==> config.mk <==
export PLATFORM = sky130hd
export DESIGN_NAME = fft_frame_ctrl
export DESIGN_NICKNAME = d
export VERILOG_FILES = /design/src/rtl/fft_frame_ctrl.sv
export SDC_FILE = /design/constraint.sdc
export NUM_CORES = 1
export LEC_CHECK = 0
export CAP_MARGIN = 40
export CORE_ASPECT_RATIO = 1.1
export CORE_MARGIN = 5
export CORE_UTILIZATION = 50
export CTS_BUF_LIST = sky130_fd_sc_hd__clkbuf_4
export CTS_CLUSTER_DIAMETER = 30
export DETAILED_ROUTE_END_ITERATION = 12
export DONT_BUFFER_PORTS = 1
export PLACE_DENSITY = 0.73
export SLEW_MARGIN = 30
export SYNTH_ARGS = -nofsm -noshare
export SYNTH_HDL_FRONTEND = slang
export SYNTH_SLANG_ARGS = --single-unit
==> constraint.sdc <==
create_clock -name clk -period 8.2 [get_ports clk]
set_input_delay 1.23 -clock clk [delete_from_list [all_inputs] [get_ports clk]]
set_output_delay 1.23 -clock clk [all_outputs]
set_load 0.01 [all_outputs]
==> src/rtl/fft_frame_ctrl.sv <==
// Frames the decimated left-channel sample stream into FRAME_LEN-sample bursts for the fft256 engine.
// Optional busy-handshake watchdog: define FFT_FRAME_CTRL_BUSY_TIMEOUT_EN.
module fft_frame_ctrl #(
    parameter int unsigned FRAME_LEN      = 256,
    parameter int unsigned MAX_DECIM_LOG  = 3,
    parameter int unsigned TIMEOUT_CYCLES = 65535
) (
    input  logic        clk,
    input  logic        rst,
    input  logic [15:0] sample_in,
    input  logic        sample_valid,
    input  logic [1:0]  decim_log,
    input  logic [15:0] holdoff,
    input  logic        freeze,
    input  logic        fft_busy,
    output logic [15:0] fft_sample,
    output logic        fft_sample_valid,
    output logic        frame_done,
    output logic [15:0] frame_count,
    output logic        capturing,
    output logic        error
);

    localparam int unsigned ACC_W = 16 + MAX_DECIM_LOG;
    localparam int unsigned GRP_W = MAX_DECIM_LOG;
    localparam int unsigned CNT_W = $clog2(FRAME_LEN + 1);

    // decim_log is two bits wide, so groups of up to 8 must fit the accumulator.
    if (MAX_DECIM_LOG < 3 || FRAME_LEN == 0 || TIMEOUT_CYCLES == 0) begin : g_param_check
        $error("fft_frame_ctrl: unsupported parameter set");
    end

    typedef enum logic [2:0] {
        S_IDLE,
        S_FILL,
        S_WAIT_START,
        S_COMPUTE,
        S_HOLDOFF
    } state_t;

    state_t                   state_q, state_d;
    logic [1:0]               decim_q, decim_d;
    logic signed [ACC_W-1:0]  acc_q, acc_d;
    logic [GRP_W-1:0]         grp_q, grp_d;
    logic [CNT_W-1:0]         cnt_q, cnt_d;
    logic [15:0]              hold_q, hold_d;
    logic [15:0]              hcnt_q, hcnt_d;
    logic [15:0]              fft_sample_q, fft_sample_d;
    logic                     fft_valid_q, fft_valid_d;
    logic                     frame_done_q, frame_done_d;
    logic [15:0]              frame_count_q, frame_count_d;
    logic                     capturing_q, capturing_d;

    logic signed [ACC_W-1:0]  acc_sum;
    logic signed [ACC_W-1:0]  acc_shr;
    logic [GRP_W-1:0]         grp_max;

`ifdef FFT_FRAME_CTRL_BUSY_TIMEOUT_EN
    localparam int unsigned TMO_W = $clog2(TIMEOUT_CYCLES + 1);
    logic [TMO_W-1:0]         tmo_q, tmo_d;
    logic                     error_q, error_d;
    logic                     tmo_hit;
    assign tmo_hit = (tmo_q == TMO_W'(TIMEOUT_CYCLES - 1));
`endif

    // Boxcar sum including the current sample; shift is arithmetic so the average floors.
    assign acc_sum = acc_q + $signed({{MAX_DECIM_LOG{sample_in[15]}}, sample_in});
    assign acc_shr = acc_sum >>> decim_q;
    assign grp_max = GRP_W'((32'd1 << decim_q) - 32'd1);

    always_comb begin
        state_d       = state_q;
        decim_d       = decim_q;
        acc_d         = acc_q;
        grp_d         = grp_q;
        cnt_d         = cnt_q;
        hold_d        = hold_q;
        hcnt_d        = hcnt_q;
        fft_sample_d  = fft_sample_q;
        fft_valid_d   = 1'b0;
        frame_done_d  = 1'b0;
        frame_count_d = frame_count_q;
`ifdef FFT_FRAME_CTRL_BUSY_TIMEOUT_EN
        tmo_d         = '0;
        error_d       = error_q;
`endif
        case (state_q)
            S_IDLE: begin
                if (!freeze && !fft_busy) begin
                    state_d = S_FILL;
                    decim_d = decim_log;
                    acc_d   = '0;
                    grp_d   = '0;
                    cnt_d   = '0;
                end
            end
            S_FILL: begin
                if (sample_valid) begin
                    if (grp_q == grp_max) begin
                        fft_sample_d = acc_shr[15:0];
                        fft_valid_d  = 1'b1;
                        acc_d        = '0;
                        grp_d        = '0;
                        cnt_d        = CNT_W'(cnt_q + 1'b1);
                        if (cnt_q == CNT_W'(FRAME_LEN - 1)) begin
                            state_d = S_WAIT_START;
                        end
                    end else begin
                        acc_d = acc_sum;
                        grp_d = GRP_W'(grp_q + 1'b1);
                    end
                end
            end
            S_WAIT_START: begin
                if (fft_busy) begin
                    state_d = S_COMPUTE;
                end
`ifdef FFT_FRAME_CTRL_BUSY_TIMEOUT_EN
                else if (tmo_hit) begin
                    state_d = S_IDLE;
                    error_d = 1'b1;
                end else begin
                    tmo_d = TMO_W'(tmo_q + 1'b1);
                end
`endif
            end
            S_COMPUTE: begin
                if (!fft_busy) begin
                    frame_done_d  = 1'b1;
                    frame_count_d = frame_count_q + 16'd1;
                    if (holdoff != 16'd0) begin
                        state_d = S_HOLDOFF;
                        hold_d  = holdoff;
                        hcnt_d  = '0;
                    end else begin
                        state_d = S_IDLE;
                    end
                end
`ifdef FFT_FRAME_CTRL_BUSY_TIMEOUT_EN
                else if (tmo_hit) begin
                    state_d = S_IDLE;
                    error_d = 1'b1;
                end else begin
                    tmo_d = TMO_W'(tmo_q + 1'b1);
                end
`endif
            end
            S_HOLDOFF: begin
                if (sample_valid) begin
                    if ((hcnt_q + 16'd1) == hold_q) begin
                        state_d = S_IDLE;
                    end else begin
                        hcnt_d = hcnt_q + 16'd1;
                    end
                end
            end
            default: state_d = S_IDLE;
        endcase
        capturing_d = (state_d == S_FILL);
    end

    always_ff @(posedge clk) begin
        if (rst) begin
            state_q       <= S_IDLE;
            decim_q       <= '0;
            acc_q         <= '0;
            grp_q         <= '0;
            cnt_q         <= '0;
            hold_q        <= '0;
            hcnt_q        <= '0;
            fft_sample_q  <= '0;
            fft_valid_q   <= 1'b0;
            frame_done_q  <= 1'b0;
            frame_count_q <= '0;
            capturing_q   <= 1'b0;
`ifdef FFT_FRAME_CTRL_BUSY_TIMEOUT_EN
            tmo_q         <= '0;
            error_q       <= 1'b0;
`endif
        end else begin
            state_q       <= state_d;
            decim_q       <= decim_d;
            acc_q         <= acc_d;
            grp_q         <= grp_d;
            cnt_q         <= cnt_d;
            hold_q        <= hold_d;
            hcnt_q        <= hcnt_d;
            fft_sample_q  <= fft_sample_d;
            fft_valid_q   <= fft_valid_d;
            frame_done_q  <= frame_done_d;
            frame_count_q <= frame_count_d;
            capturing_q   <= capturing_d;
`ifdef FFT_FRAME_CTRL_BUSY_TIMEOUT_EN
            tmo_q         <= tmo_d;
            error_q       <= error_d;
`endif
        end
    end

    assign fft_sample       = fft_sample_q;
    assign fft_sample_valid = fft_valid_q;
    assign frame_done       = frame_done_q;
    assign frame_count      = frame_count_q;
    assign capturing        = capturing_q;
`ifdef FFT_FRAME_CTRL_BUSY_TIMEOUT_EN
    assign error            = error_q;
`else
    assign error            = 1'b0;
`endif

endmodule

==> summary.md <==
| Metric | Value |
|---|---|
| Area Growth Syn to Fin | 2.38% |
| First-pass detailed-route iteration total | 4 |
| Relative slew slack | 0.498 |
| Pint | roughly 600 uW |
| Clk slew on worst S/H paths | 160 ps |
| Sequential-to-total area share from yosys stat | 0.344 |
| H-Tree Depth | 3 |
| Cts repair resizes | 0 |
| Register-to-Register Path Depth | 9 |
| Crit end category | flop |
| Share of layout cells above drive strength 1 | 0.0673 |
| Via density | 5.97 |
| Ys Warns | 0 |
| Initial core utilization | 0.505 |
| Synth Net Count | 772 |
| M3 GR Usage | 0.0374 |
| Worst setup SP type | input pin |
| Seq pwr share | 0.619 |
| Final GP Congestion | 0.937 |
| Final Cycle Share | 0.407 |
| Die area | 14300 sq um |
| Most frequent cells in the layout | dfxtp_1 (103), nor2_1 (94), nand2_1 (56) |
| Clock buffer depth | 2 |
| Mapped Avg Cell Area | 8.46 sq um |
| Clk sink count | about 100 |
| Worst ir drop on vdd | 69.9 uV |
| Max capacitance violation total | 0 |
| Worst EP required | 8580 ps |
| Vias in the first global route | 4848 |
| Syn Std Cell Area | 6000 sq um |
| Endpoints failing setup | 0 |
| Flop and latch count out of synthesis | 103 |
| IO Count | 75 |
| Global route total overflow | 0 |
| Mapped Cells | 709 |
| Net Sw Power | approximately 230 uW |
| CTS tree | yes |
| Avg WL per Cell | 17.1 microns |
| Largest stage delay on the critical path | between 400 and 500 ps |
| Final-layout fill cell count | 1168 |
| GRT busiest layer | met2 |
| Final Util | 0.517 |
| Worst endpoint data arrival time | between 3000 and 4000 ps |
| Outcome | complete, no violations |
| Final Hold Fails | 0 |
| Clock power share | 0.295 |
| Die width | 114 microns |
| Most used DFF post-synth | dfxtp_1 |
| Nets | 742 |
| Post-DRT Antenna Nets | 0 |
| HP Start | cnt_q[1]$_SDFFE_PP0P_ |
| Total CTS buffers | 9 |
| Slew @ Worst Pin | 747 ps |
| Post-synth EDFFs | 0 |
| Synth top area cells | dfxtp_1 (34%), nor2_1 (5.9%), ha_1 (4.8%) |
| R2R Setup Slk | slightly above 5000 ps |
| HPWL Detailed | between 10000 and 15000 microns |
| Hold Crit Class | reg2reg |
| Starting DRT DRC Count | around 310 |
| Gr usage total | 0.201 |
| Slowest cell on the critical path | mux4_2 |
| Max Transition Viols Final | 0 |
| Async set-reset flop share out of synthesis | 0 |
| Total power | around 830 uW |
| Achievable Freq | 300 MHz |
| Worst Hold Path Cells | 2 |
| DRC | 0 |
| CP cell instances | ha_1 > fa_1 > a21o_1 > nand4_1 > a21oi_1 > a211oi_1 > o21bai_1 > xor2_1 > mux4_2 > o21a_1 |
| Leak Pwr | 0.00243 uW |
| FF-to-FF End | hcnt_q[7]$_SDFFE_PP0P_ |
| First-pass GRT wire length | 23500 microns |
| WS Path Type | in2reg |
| Number of port buffers | 0 |
| Core area | approximately 12000 sq um |
| Power per Cell Area | around 140 nW/um^2 |
| Synth unique cells | 73 |
| Max Clock Skew | 21.6 ps |
| Sw frac | 0.277 |
| CTS root buf | clkbuf_4 |
| Via count | approximately 5000 |
| Hold Crit Endpoint | cnt_q[1]$_SDFFE_PP0P_ |
| RSZ-0062 raised after global routing | no |
| Area leader, netlist | dfxtp_1 |
| Top cell type's share of synthesized area | 0.344 |
| Largest net degree at the start of global routing | 78 |
| Met2 usage | 0.341 |
| Die Y | about 120 microns |
| Min Tclk post-route | 3340 ps |
| Most common cell after layout, fill and taps aside | dfxtp_1 |
| Setup_tns | 0 ps |
| Post-CTS Hold Buffers | 0 |
| Setup Buffers After CTS | 0 |
| Clk Latency, worst-skew pair | 470 ps |
| Initial antenna violation count | 1 |
| Logic pwr share | 0.087 |
| GRT met1 Usage | 0.246 |
| Max FO, Critical Path | 4 |
| Reg-to-reg startpoint | hcnt_q[0]$_SDFFE_PP0P_ |
| Row cnt | between 40 and 50 |
| Routed wire length | 14400 microns |
power groups by stage:
stage	clock network [uW]	registers [uW]	logic [uW]
global placement	0	525	69.3
global route	275	515	79.5
floorplan	0	521	61.6
detailed placement	0	525	70.3
finish	245	514	71.9
CTS	254	514	70.9
kinds of logic (layout without fill, tap and decap cells):
group | count (synthesis) | after routing | synth area share
buffers and inverters | 56 | 31 | 0.0434
AND/OR/NAND/NOR | 269 | 269 | 0.222
AO/OA/AOI/OAI | 161 | 161 | 0.185
multiplexers | 35 | 35 | 0.0638
XOR/XNOR | 60 | 60 | 0.0901
adder cells (fa/ha/maj) | 24 | 24 | 0.0513
other | 1 | 2 | 0.000625
flip-flops | 103 | 103 | 0.344
per-layer routing:
metal	wire length, microns	vias to the layer above
met5	0	-
li1	-	2486
met2	6990	119
met4	367	0
met3	692	22
met1	6320	2380
area by class of cell:
| type | instances | area (sq um) | area share |
|---|---|---|---|
| flip-flops and latches | 103 | 2060 | 0.336 |
| well taps | 154 | 193 | 0.0314 |
| inverters | 9 | 33.8 | 0.00550 |
| multi-input cells | 550 | 3680 | 0.599 |
| repair buffers | 6 | 56.3 | 0.00916 |
| clock inverters | 6 | 42.5 | 0.00692 |
| clock buffers | 10 | 75.1 | 0.0122 |
| diodes | 1 | 2.50 | 0.000407 |
sequential cells by signal, indices dropped and copies added (netlist names), 2 cells and up:
name,count
hcnt_q,16
frame_count,16
cnt_q,9
hold_q,16
decim_q,2
grp_q,3
state_q,3
acc_q,19
fft_sample,16
synthesized netlist by cell type, drive strengths merged, types with 4 or more instances:
cell type and number:
and2 4, a21bo 4, nand2b 5, a22oi 23, nand2 57, nand3 25
dfxtp 103, buf 16, mux2i 27, clkbuf 31, a22o 4, and3 13
nor4 9, nor2 95, xnor2 29, o21bai 4, ha 23, a21oi 39
a21o 8, o21ai 31, mux2 6, or3 5, a211oi 8, nand4 17
inv 7, a221o 5, nor2b 6, and4 7, nor3 14, o211ai 10
nor3b 5, xor2 30
critical path, delay by kind of cell:
family / cells / cell delay, ps
AO/OA/AOI/OAI: 5 / 1030
adder cells (fa/ha/maj): 2 / 630
multiplexers: 1 / 470
XOR/XNOR: 1 / 200
AND/OR/NAND/NOR: 1 / 150
metrics by stage:
stage | hold slack, ps | instance area [sq um] | setup slack [ps] | instances
3_5_place_dp | 470 | 6010 | 4400 | 821
4_1_cts | 491 | 6130 | 4910 | 837
2_1_floorplan | 449 | 6000 | 4640 | 709
6_report | 492 | 6140 | 4860 | 839
3_3_place_gp | 454 | 5990 | 4450 | 819
5_1_grt | 521 | 6140 | 4750 | 839
worst max-delay path by stage:
| stage | startpoint | slack [ps] | endpoint | cells past startpoint |
|---|---|---|---|---|
| after global routing | sample_in[0] | 4750 | fft_sample[14]$_SDFFE_PP0P_ | 10 |
| final | sample_in[0] | 4860 | fft_sample[14]$_SDFFE_PP0P_ | 10 |
| after CTS | sample_in[0] | 4910 | fft_sample[14]$_SDFFE_PP0P_ | 10 |
| after global placement | sample_in[0] | 4450 | fft_sample[14]$_SDFFE_PP0P_ | 10 |
| after detailed placement | sample_in[0] | 4400 | fft_sample[14]$_SDFFE_PP0P_ | 10 |
| after floorplan | sample_in[0] | 4640 | fft_sample[14]$_SDFFE_PP0P_ | 10 |
Note: power is estimated with default switching activity, not from simulation.
